$ cat src/rtl/async_vec_pkg.sv
// Shared types and constants for the toggle-handshake vector crossing.
package async_vec_pkg;

  typedef enum logic {
    IDLE     = 1'b0,
    WAIT_ACK = 1'b1
  } state_e;

  localparam int DEFAULT_SYNC_STAGES = 3;

  // The watchdog counter is never narrower than this.
  localparam int TO_CNT_MIN_W = 8;

  // Counter width wide enough to hold the watchdog limit.
  function automatic int to_cnt_width(input int limit);
    int w;
    w = $clog2(limit + 1);
    return (w < TO_CNT_MIN_W) ? TO_CNT_MIN_W : w;
  endfunction

endpackage

$ cat src/rtl/async_vec_sync_chain.sv
// Single-bit multi-flop synchronizer with async reset to 0.
// Used for in_ack here; the receive end reuses it for out_req.
module async_vec_sync_chain #(
  parameter int DEPTH = 3
) (
  input  logic clk,
  input  logic rst,
  input  logic d_i,
  output logic q_o
);

  logic [DEPTH-1:0] sr_q;

  // Shift the asynchronous input through DEPTH flops.
  always_ff @(posedge clk or posedge rst) begin
    if (rst) begin
      sr_q <= '0;
    end else begin
      sr_q <= {sr_q[DEPTH-2:0], d_i};
    end
  end

  assign q_o = sr_q[DEPTH-1];

endmodule

$ cat src/rtl/async_vec_crossing_source.sv
// Transmit end of a toggle-handshake crossing for a small level vector.
// A word is captured into a holding register, out_req is flipped, and the
// block stays busy until the synchronized in_ack matches out_req.
// Optional watchdog: define ASYNC_VEC_SRC_TIMEOUT_EN to build a counter that
// abandons a transfer after TIMEOUT_CYCLES and sets a sticky timeout_err.
//
// Handshake: a word is taken at a rising edge where enq_valid and enq_ready
// are both 1. enq_ready is registered and only high in IDLE; enq_bits is
// not looked at while enq_ready is 0.
module async_vec_crossing_source
  import async_vec_pkg::*;
#(
  parameter int               WIDTH          = 4,
  parameter int               SYNC_STAGES    = DEFAULT_SYNC_STAGES,
  parameter logic [WIDTH-1:0] RESET_VALUE    = {WIDTH{1'b1}},
  parameter int               TIMEOUT_CYCLES = 255
) (
  input  logic             clk,
  input  logic             rst,
  input  logic             enq_valid,
  output logic             enq_ready,
  input  logic [WIDTH-1:0] enq_bits,
  output logic [WIDTH-1:0] out_data,
  output logic             out_req,
  input  logic             in_ack,
  output logic             busy,
  output logic             timeout_err
);

  state_e           state_q, state_d;
  logic [WIDTH-1:0] data_q, data_d;
  logic             req_q, req_d;
  logic             ready_q, ready_d;
  logic             busy_q, busy_d;
  logic             ack_s;
  logic             accept;
  logic             expire;

  async_vec_sync_chain #(
    .DEPTH(SYNC_STAGES)
  ) u_ack_sync (
    .clk (clk),
    .rst (rst),
    .d_i (in_ack),
    .q_o (ack_s)
  );

  // ready_q is only ever 1 in IDLE, so this is the IDLE handshake.
  assign accept = enq_valid && ready_q;

`ifdef ASYNC_VEC_SRC_TIMEOUT_EN
  localparam int              CntW    = to_cnt_width(TIMEOUT_CYCLES);
  localparam logic [CntW-1:0] CntLast = CntW'(TIMEOUT_CYCLES - 1);

  logic [CntW-1:0] cnt_q, cnt_d;
  logic            terr_q, terr_d;

  // Expire on the edge that completes the TIMEOUT_CYCLES-th waiting cycle.
  assign expire = (state_q == WAIT_ACK) && (cnt_q == CntLast);

  // Watchdog next state: clear on acceptance, count while waiting.
  always_comb begin
    cnt_d  = cnt_q;
    terr_d = terr_q;
    if (accept) begin
      cnt_d = '0;
    end else if (state_q == WAIT_ACK) begin
      cnt_d = cnt_q + 1'b1;
    end
    if (expire) begin
      terr_d = 1'b1;
    end
  end

  // Watchdog registers; timeout_err is sticky until reset.
  always_ff @(posedge clk or posedge rst) begin
    if (rst) begin
      cnt_q  <= '0;
      terr_q <= 1'b0;
    end else begin
      cnt_q  <= cnt_d;
      terr_q <= terr_d;
    end
  end

  assign timeout_err = terr_q;
`else
  assign expire      = 1'b0;
  assign timeout_err = 1'b0;
`endif

  // FSM next state; data and req only move on acceptance, together.
  always_comb begin
    state_d = state_q;
    data_d  = data_q;
    req_d   = req_q;
    ready_d = ready_q;
    busy_d  = busy_q;
    case (state_q)
      IDLE: begin
        ready_d = 1'b1;
        busy_d  = 1'b0;
        if (accept) begin
          data_d  = enq_bits;
          req_d   = ~req_q;
          state_d = WAIT_ACK;
          ready_d = 1'b0;
          busy_d  = 1'b1;
        end
      end
      WAIT_ACK: begin
        if ((ack_s == req_q) || expire) begin
          state_d = IDLE;
          ready_d = 1'b1;
          busy_d  = 1'b0;
        end
      end
      default: begin
        state_d = IDLE;
        ready_d = 1'b0;
        busy_d  = 1'b0;
      end
    endcase
  end

  // FSM and registered outputs; ready stays 0 until the first edge after reset.
  always_ff @(posedge clk or posedge rst) begin
    if (rst) begin
      state_q <= IDLE;
      data_q  <= RESET_VALUE;
      req_q   <= 1'b0;
      ready_q <= 1'b0;
      busy_q  <= 1'b0;
    end else begin
      state_q <= state_d;
      data_q  <= data_d;
      req_q   <= req_d;
      ready_q <= ready_d;
      busy_q  <= busy_d;
    end
  end

  assign out_data  = data_q;
  assign out_req   = req_q;
  assign enq_ready = ready_q;
  assign busy      = busy_q;

endmodule

$ cat config.mk
export PLATFORM = sky130hd
export DESIGN_NAME = async_vec_crossing_source
export DESIGN_NICKNAME = d
export VERILOG_FILES = /design/src/rtl/async_vec_pkg.sv /design/src/rtl/async_vec_sync_chain.sv /design/src/rtl/async_vec_crossing_source.sv
export SDC_FILE = /design/constraint.sdc
export NUM_CORES = 1
export LEC_CHECK = 0
export CAP_MARGIN = 25
export CORE_AREA = 5 5 42 44
export CTS_CLUSTER_SIZE = 12
export DETAILED_ROUTE_END_ITERATION = 16
export DIE_AREA = 0 0 47 49
export PLACE_DENSITY = 0.75
export RECOVER_POWER = 25
export SLEW_MARGIN = 20
export SYNTH_ARGS = -nofsm -noshare
export SYNTH_HDL_FRONTEND = slang
export SYNTH_HIERARCHICAL = 1
export SYNTH_SLANG_ARGS = --single-unit
$ cat constraint.sdc
create_clock -name clk -period 1 [get_ports clk]
set_input_delay 0.3 -clock clk [delete_from_list [all_inputs] [get_ports clk]]
set_output_delay 0.3 -clock clk [all_outputs]
set_load 0.02 [all_outputs]
==> results of run 1 <==
==> how the worst min path moves through the flow <==
| stage | startpoint | depth (start not counted) | endpoint |
|---|---|---|---|
| 5_1_grt | rst | 2 | u_ack_sync/sr_q[2] |
| 2_1_floorplan | rst | 1 | u_ack_sync/sr_q[0] |
| 3_3_place_gp | u_ack_sync/sr_q[1] | 0 | u_ack_sync/sr_q[2] |
| 6_report | rst | 2 | u_ack_sync/sr_q[2] |
| 3_5_place_dp | u_ack_sync/sr_q[0] | 0 | u_ack_sync/sr_q[1] |
| 4_1_cts | rst | 2 | u_ack_sync/sr_q[0] |
==> kinds of logic (layout without fill, tap and decap cells) <==
| family | Yosys count | count (layout) |
|---|---|---|
| buf+inv | 4 | 29 |
| xor+xnor | 2 | 2 |
| other cells | 1 | 1 |
| simple gates | 2 | 2 |
| mux | 4 | 4 |
| compound gates | 3 | 3 |
| flops | 11 | 11 |
==> metrics by stage <==
step / utilization [%] / cell area, um^2 / power [mW]
5_1_grt: 50.4 / 707 / 2.49
6_report: 50.4 / 707 / 2.37
2_1_floorplan: - / 434 / 1.35
3_5_place_dp: 44.0 / 617 / 1.83
4_1_cts: 49.4 / 692 / 2.34
3_3_place_gp: 44.0 / 617 / 1.81
==> power by group through the flow <==
stage / Combinational, mW / Clock (mW) / Sequential (mW)
2_1_floorplan: 0.351 / 0 / 0.999
3_3_place_gp: 1.04 / 0 / 0.766
3_5_place_dp: 1.05 / 0 / 0.777
4_1_cts: 1.22 / 0.305 / 0.810
5_1_grt: 1.34 / 0.320 / 0.830
6_report: 1.27 / 0.290 / 0.809
==> final cells by class <==
type | count | share of cell area, %
inverters | 3 | 1.59
well taps | 16 | 2.83
flip-flops and latches | 11 | 40.0
repair buffers | 22 | 31.5
clock buffers | 4 | 3.72
multi-input cells | 12 | 20.4
==> what timing repair did <==
item	4_1_cts	5_1_grt
resized for setup	46	4
setup buffers	3	1
pin swaps	1	0
gates cloned	0	0
setup endpoints to repair	14	15
==> layer usage <==
metal	global-route usage (%)	share of wire (%)	vias up
li1	-	-	137
met1	8.99	41	135
met2	9.50	48	10
met3	2.58	11	0
met4	4.15	0	0
met5	0	0	-
==> placed cells by master (no fill, tap or decap) <==
cell type        count
mux2_4               4
dfrtp_2              2
nand3b_4             1
xnor2_1              1
dlygate4sd3_1        1
xnor2_4              1
clkdlybuf4s50_1      5
dlygate4sd2_1        1
buf_4                4
clkbuf_1             1
inv_1                3
buf_6               11
dfrtp_1              5
o21ai_1              2
clkbuf_4             3
dfstp_2              4
o31a_2               1
conb_1               1
nand2_1              1
==> state kept, by name (all words and copies together), names as in the netlist <==
signal / count
state_q: 1
out_req: 1
out_data: 4
enq_ready: 1
busy: 1
u_ack_sync/sr_q: 3
==> results.py, run 1 <==
metrics = {
    "run_status": {
        "status": "finished with violations",
        "violations": "setup timing",
    },
    "timing": {
        "finClkSkew_ps": 2.78,
        "rsz0062_at_grt": "true",
        "setup_viol": 12,
        "fin_crit_ps": 1210,
        "hold_slack_ps": 356,
        "min_period_over_period_pct": 121,
        "fmax_mhz": 827,
        "finalSetupTns_ps": -1440,
        "finalHoldViolCount": 0,
        "setup_slack_ps": -210,
        "report.final.slew_viol_count": 0,
    },
    "pwr": {
        "p_leak_nw": 0.337,
        "p_switching_mw": 0.744,
        "cellPowerDensity_nw_per_um2": 3350,
        "clkPwrFrac_pct": 12.2,
        "power_frac_seq_pct": 34.1,
        "combPwrFrac_pct": 53.6,
        "peakVddDrop_mv": 1.35,
        "power.share.switching_pct": 31.4,
        "intPower_mw": 1.63,
    },
    "global_route": {
        "antenna_found_initial": 0,
        "grt_pass1_vias": 270,
        "grt_start_max_net_pins": 9,
        "grt-ovfl-total": 0,
        "grt_pass1_wl_um": 1120,
        "grt_use_total_pct": 6.93,
    },
    "clocking": {
        "cts_tree": "done",
        "root_buffer": "clkbuf_4",
        "cts_num_sinks": 11,
        "cts_buffers": 3,
        "clkTransAtPathRegs_ps": 70,
        "htreeDepth": 1,
        "hold_buffers": 0,
        "insertion_delay_ps": 260,
        "clockBufferDepth": 2,
    },
    "worst_setup_path": {
        "ff2ff_setup_slack_ps": -70,
        "cp_max_fo": 2,
        "slowest_stage": "dfstp_2",
        "r2r-start": "out_req",
        "cp.arrival_ps": 910,
        "startpoint_type": "register",
        "slowest_delay_ps": 540,
        "rr_endpoint": "enq_ready",
        "crit_family": "flip-flops",
        "cp_num_buf_inv": 1,
        "critPathCaptureType": "output port",
        "cp_num_cells": 1,
        "critPathLaunch": "out_data[1]",
        "worstSetupEndpoint": "out_data[1]",
        "cp.required_ps": 700,
        "reg2regPathDepth": 3,
        "path_cells": "buf_6",
        "worstSetupPathType": "reg -> out",
    },
    "yosys": {
        "synthCells": 27,
        "synth_simple_gate_area_share_pct": 5.60,
        "synth_area_um2": 424,
        "yosys.area.top_type": "dfrtp_1",
        "synthTopCellsByCount": "dfrtp_1, dfstp_2, mux2_4",
        "synth_most_common_cell": "dfrtp_1",
        "synth-edff-count": 0,
        "avgSynthCellArea_um2": 15.7,
        "synth-compound-area-share_pct": 4.72,
        "yosys_register_bits": 11,
        "synth_ff_type": "dfrtp_1",
        "synthArstFlopShare_pct": 100,
        "synth_cell_types": 11,
        "synth_xor_area_share_pct": 4.13,
        "synth.net_count": 35,
        "yosys_warnings": 6,
        "seq_area_frac_synth_pct": 66.1,
        "yosysTopAreaCellShare_pct": 41.3,
        "synth_top_cells_by_area": "dfrtp_1, dfstp_2, mux2_4",
        "synthMuxAreaShare_pct": 14.2,
        "synth_top_family_by_area": "multiplexers",
        "synthAdderAreaFrac_pct": 0,
    },
    "hold_path": {
        "min_path_type": "in -> async",
    },
    "floorplanning": {
        "dieArea_um2": 2300,
        "io_pins": 16,
        "die_h_um": 49,
        "start_util_pct": 30.3,
        "std_cell_rows": 14,
        "core-area_um2": 1400,
        "dieWidth_um": 47,
    },
    "placed_design": {
        "place_hpwl_um": 534,
        "place.gp.congestion": 0.689,
        "dp.cells": 60,
        "numPortBuffers": 14,
        "place_ws_ps": -412,
    },
    "routing": {
        "route.detailed.drc": 0,
        "initialDrtViolationCount": 0,
        "vias_per_cell": 4.15,
        "wl_um": 763,
        "dr.pass1.iters": 1,
        "wl_per_cell_um": 11.2,
        "vias": 282,
        "ant_nets": 0,
    },
    "final_layout": {
        "fin_nets": 61,
        "final_layout_size_suffix_gt1_share_pct": 59.6,
        "finalNonFillerCells": 68,
        "antenna_cells": 0,
        "multi_input_area_um2": 144,
        "fillers": 141,
        "regArea_um2": 283,
        "area_growth_pct": 66.7,
    },
    "flow_run": {
        "drv_cap": 0,
    },
}
Power figures use the tool's default switching activity.
==> run 2, diff against run 1 <==
--- a/config.mk
+++ b/config.mk
@@ -10,6 +10,7 @@
 export CTS_CLUSTER_SIZE = 12
 export DETAILED_ROUTE_END_ITERATION = 16
 export DIE_AREA = 0 0 47 49
+export MAX_ROUTING_LAYER = met4
 export PLACE_DENSITY = 0.75
 export RECOVER_POWER = 25
 export SLEW_MARGIN = 20
==> results.py, run 2 (synthesis results as in run 1) <==
metrics = {
    "final_layout": {
        "area_growth_pct": 66.7,
        "regArea_um2": 283,
        "fillers": 141,
        "final_layout_size_suffix_gt1_share_pct": 59.6,
        "mostFrequentLayoutCell": "buf_6",
        "most-common-layout-cells": "buf_6, dfrtp_1, clkdlybuf4s50_1",
        "largest_reg_flops": 4,
        "antenna_cells": 0,
        "design_area_um2": 707,
        "fin_nets": 61,
        "multi_input_area_um2": 144,
    },
    "global_route": {
        "grt_start_max_net_pins": 9,
        "grt_pass1_vias": 270,
        "grt_pass1_wl_um": 1120,
        "antenna_found_initial": 0,
        "grt-ovfl-total": 0,
        "grt_use_total_pct": 7.11,
    },
    "pwr": {
        "cellPowerDensity_nw_per_um2": 3350,
        "p_leak_nw": 0.337,
        "peakVddDrop_mv": 1.35,
    },
    "clocking": {
        "cts_buffers": 3,
        "clkTransAtPathRegs_ps": 70,
        "cts_tree": "done",
        "root_buffer": "clkbuf_4",
        "insertion_delay_ps": 260,
        "htreeDepth": 1,
        "clockBufferDepth": 2,
        "cts_num_sinks": 11,
    },
    "timing": {
        "report.final.slew_viol_count": 0,
        "setup_viol": 12,
        "finalHoldViolCount": 0,
        "setup_slack_ps": -210,
        "fmax_mhz": 826,
        "finClkSkew_ps": 2.78,
        "min_period_over_period_pct": 121,
        "rsz0062_at_grt": "true",
        "finalSetupTns_ps": -1440,
        "fin_crit_ps": 1210,
    },
    "floorplanning": {
        "core-area_um2": 1400,
        "std_cell_rows": 14,
        "io_pins": 16,
        "dieArea_um2": 2300,
        "start_util_pct": 30.3,
        "die_h_um": 49,
        "dieWidth_um": 47,
    },
    "routing": {
        "route.detailed.drc": 0,
        "dr.pass1.iters": 1,
        "initialDrtViolationCount": 0,
        "wl_per_cell_um": 11.2,
        "vias_per_cell": 4.15,
        "wl_um": 763,
        "ant_nets": 0,
        "vias": 282,
    },
    "worst_setup_path": {
        "slowest_delay_ps": 540,
        "path_cells": "buf_6",
        "cp.required_ps": 700,
        "r2r-start": "out_req",
        "slowest_stage": "dfstp_2",
        "cp_max_fo": 2,
        "cp_num_cells": 1,
        "reg2regPathDepth": 3,
        "critPathCaptureType": "output port",
        "critPathLaunch": "out_data[0]",
        "crit_family": "flip-flops",
        "cp_num_buf_inv": 1,
        "startpoint_type": "register",
        "cp.arrival_ps": 910,
        "worstSetupPathType": "reg -> out",
    },
    "placed_design": {
        "place.gp.congestion": 0.696,
        "place_ws_ps": -412,
        "place_hpwl_um": 534,
        "numPortBuffers": 14,
        "place_area_um2": 617,
    },
    "flow_run": {
        "drv_cap": 0,
    },
    "hold_path": {
        "min_path_type": "in -> async",
    },
    "run_status": {
        "violations": "setup timing",
        "status": "finished with violations",
    },
}
==> run 2: layout make-up <==
| class | count | share of cell area [%] |
|---|---|---|
| flip-flops and latches | 11 | 40.0 |
| repair buffers | 22 | 31.5 |
| multi-input cells | 12 | 20.4 |
| clock buffers | 4 | 3.72 |
| well taps | 16 | 2.83 |
| inverters | 3 | 1.59 |
==> run 2: path summary, 6_finish.rpt <==
| check | endpoint | slack, ps |
|---|---|---|
| setup reg to reg | enq_ready | -70 |
| hold reg to reg | u_ack_sync/sr_q[1] | 360 |
| hold / removal | u_ack_sync/sr_q[2] | 360 |
| min in group clk | u_ack_sync/sr_q[1] | 360 |
| max in group asynchronous | out_data[2] | 270 |
| setup / recovery | out_data[0] | -210 |
==> run 2: through the flow <==
stage	hold slack, ps	std cells	util (%)	total power, mW
after floorplan	53.6	27	-	1.35
after global placement	336	60	44.0	1.81
after detailed placement	346	60	44.0	1.83
after CTS	219	67	49.4	2.34
after global routing	359	68	50.4	2.49
final	356	68	50.4	2.37
==> run 2: per-layer routing <==
metal | wire length [um] | track usage [%]
met5 | 0 | -
met4 | 0 | 4.15
met3 | 72 | 2.21
met2 | 363 | 9.50
met1 | 327 | 9.22
==> run 2: worst register-to-register path: stages (launching register included) <==
cell	delay (ps)
dfrtp_2	420
buf_6	130
xnor2_4	120
o31a_2	280
==> run 2: repair_timing <==
action                                  4_1_cts  5_1_grt
endpoints found under the hold margin         0        0
pin swaps                                     1        0
hold buffers                                  0        0
setup buffers                                 3        1
endpoints found under the setup margin       14       15
cloned                                        0        0
gates resized for setup                      46        4
==> run 2: where the power goes <==
part,total (mW),internal [mW],switching (mW)
Clock,0.290,0.154,0.136
Combinational,1.27,0.785,0.485
Sequential,0.809,0.687,0.122
==> run 3, diff against run 2 <==
--- a/config.mk
+++ b/config.mk
@@ -13,7 +13,6 @@
 export MAX_ROUTING_LAYER = met4
 export PLACE_DENSITY = 0.75
 export RECOVER_POWER = 25
-export SLEW_MARGIN = 20
 export SYNTH_ARGS = -nofsm -noshare
 export SYNTH_HDL_FRONTEND = slang
 export SYNTH_HIERARCHICAL = 1
==> results of run 3 <==
The final DEF is identical to that of run 2; final timing and power are the same.
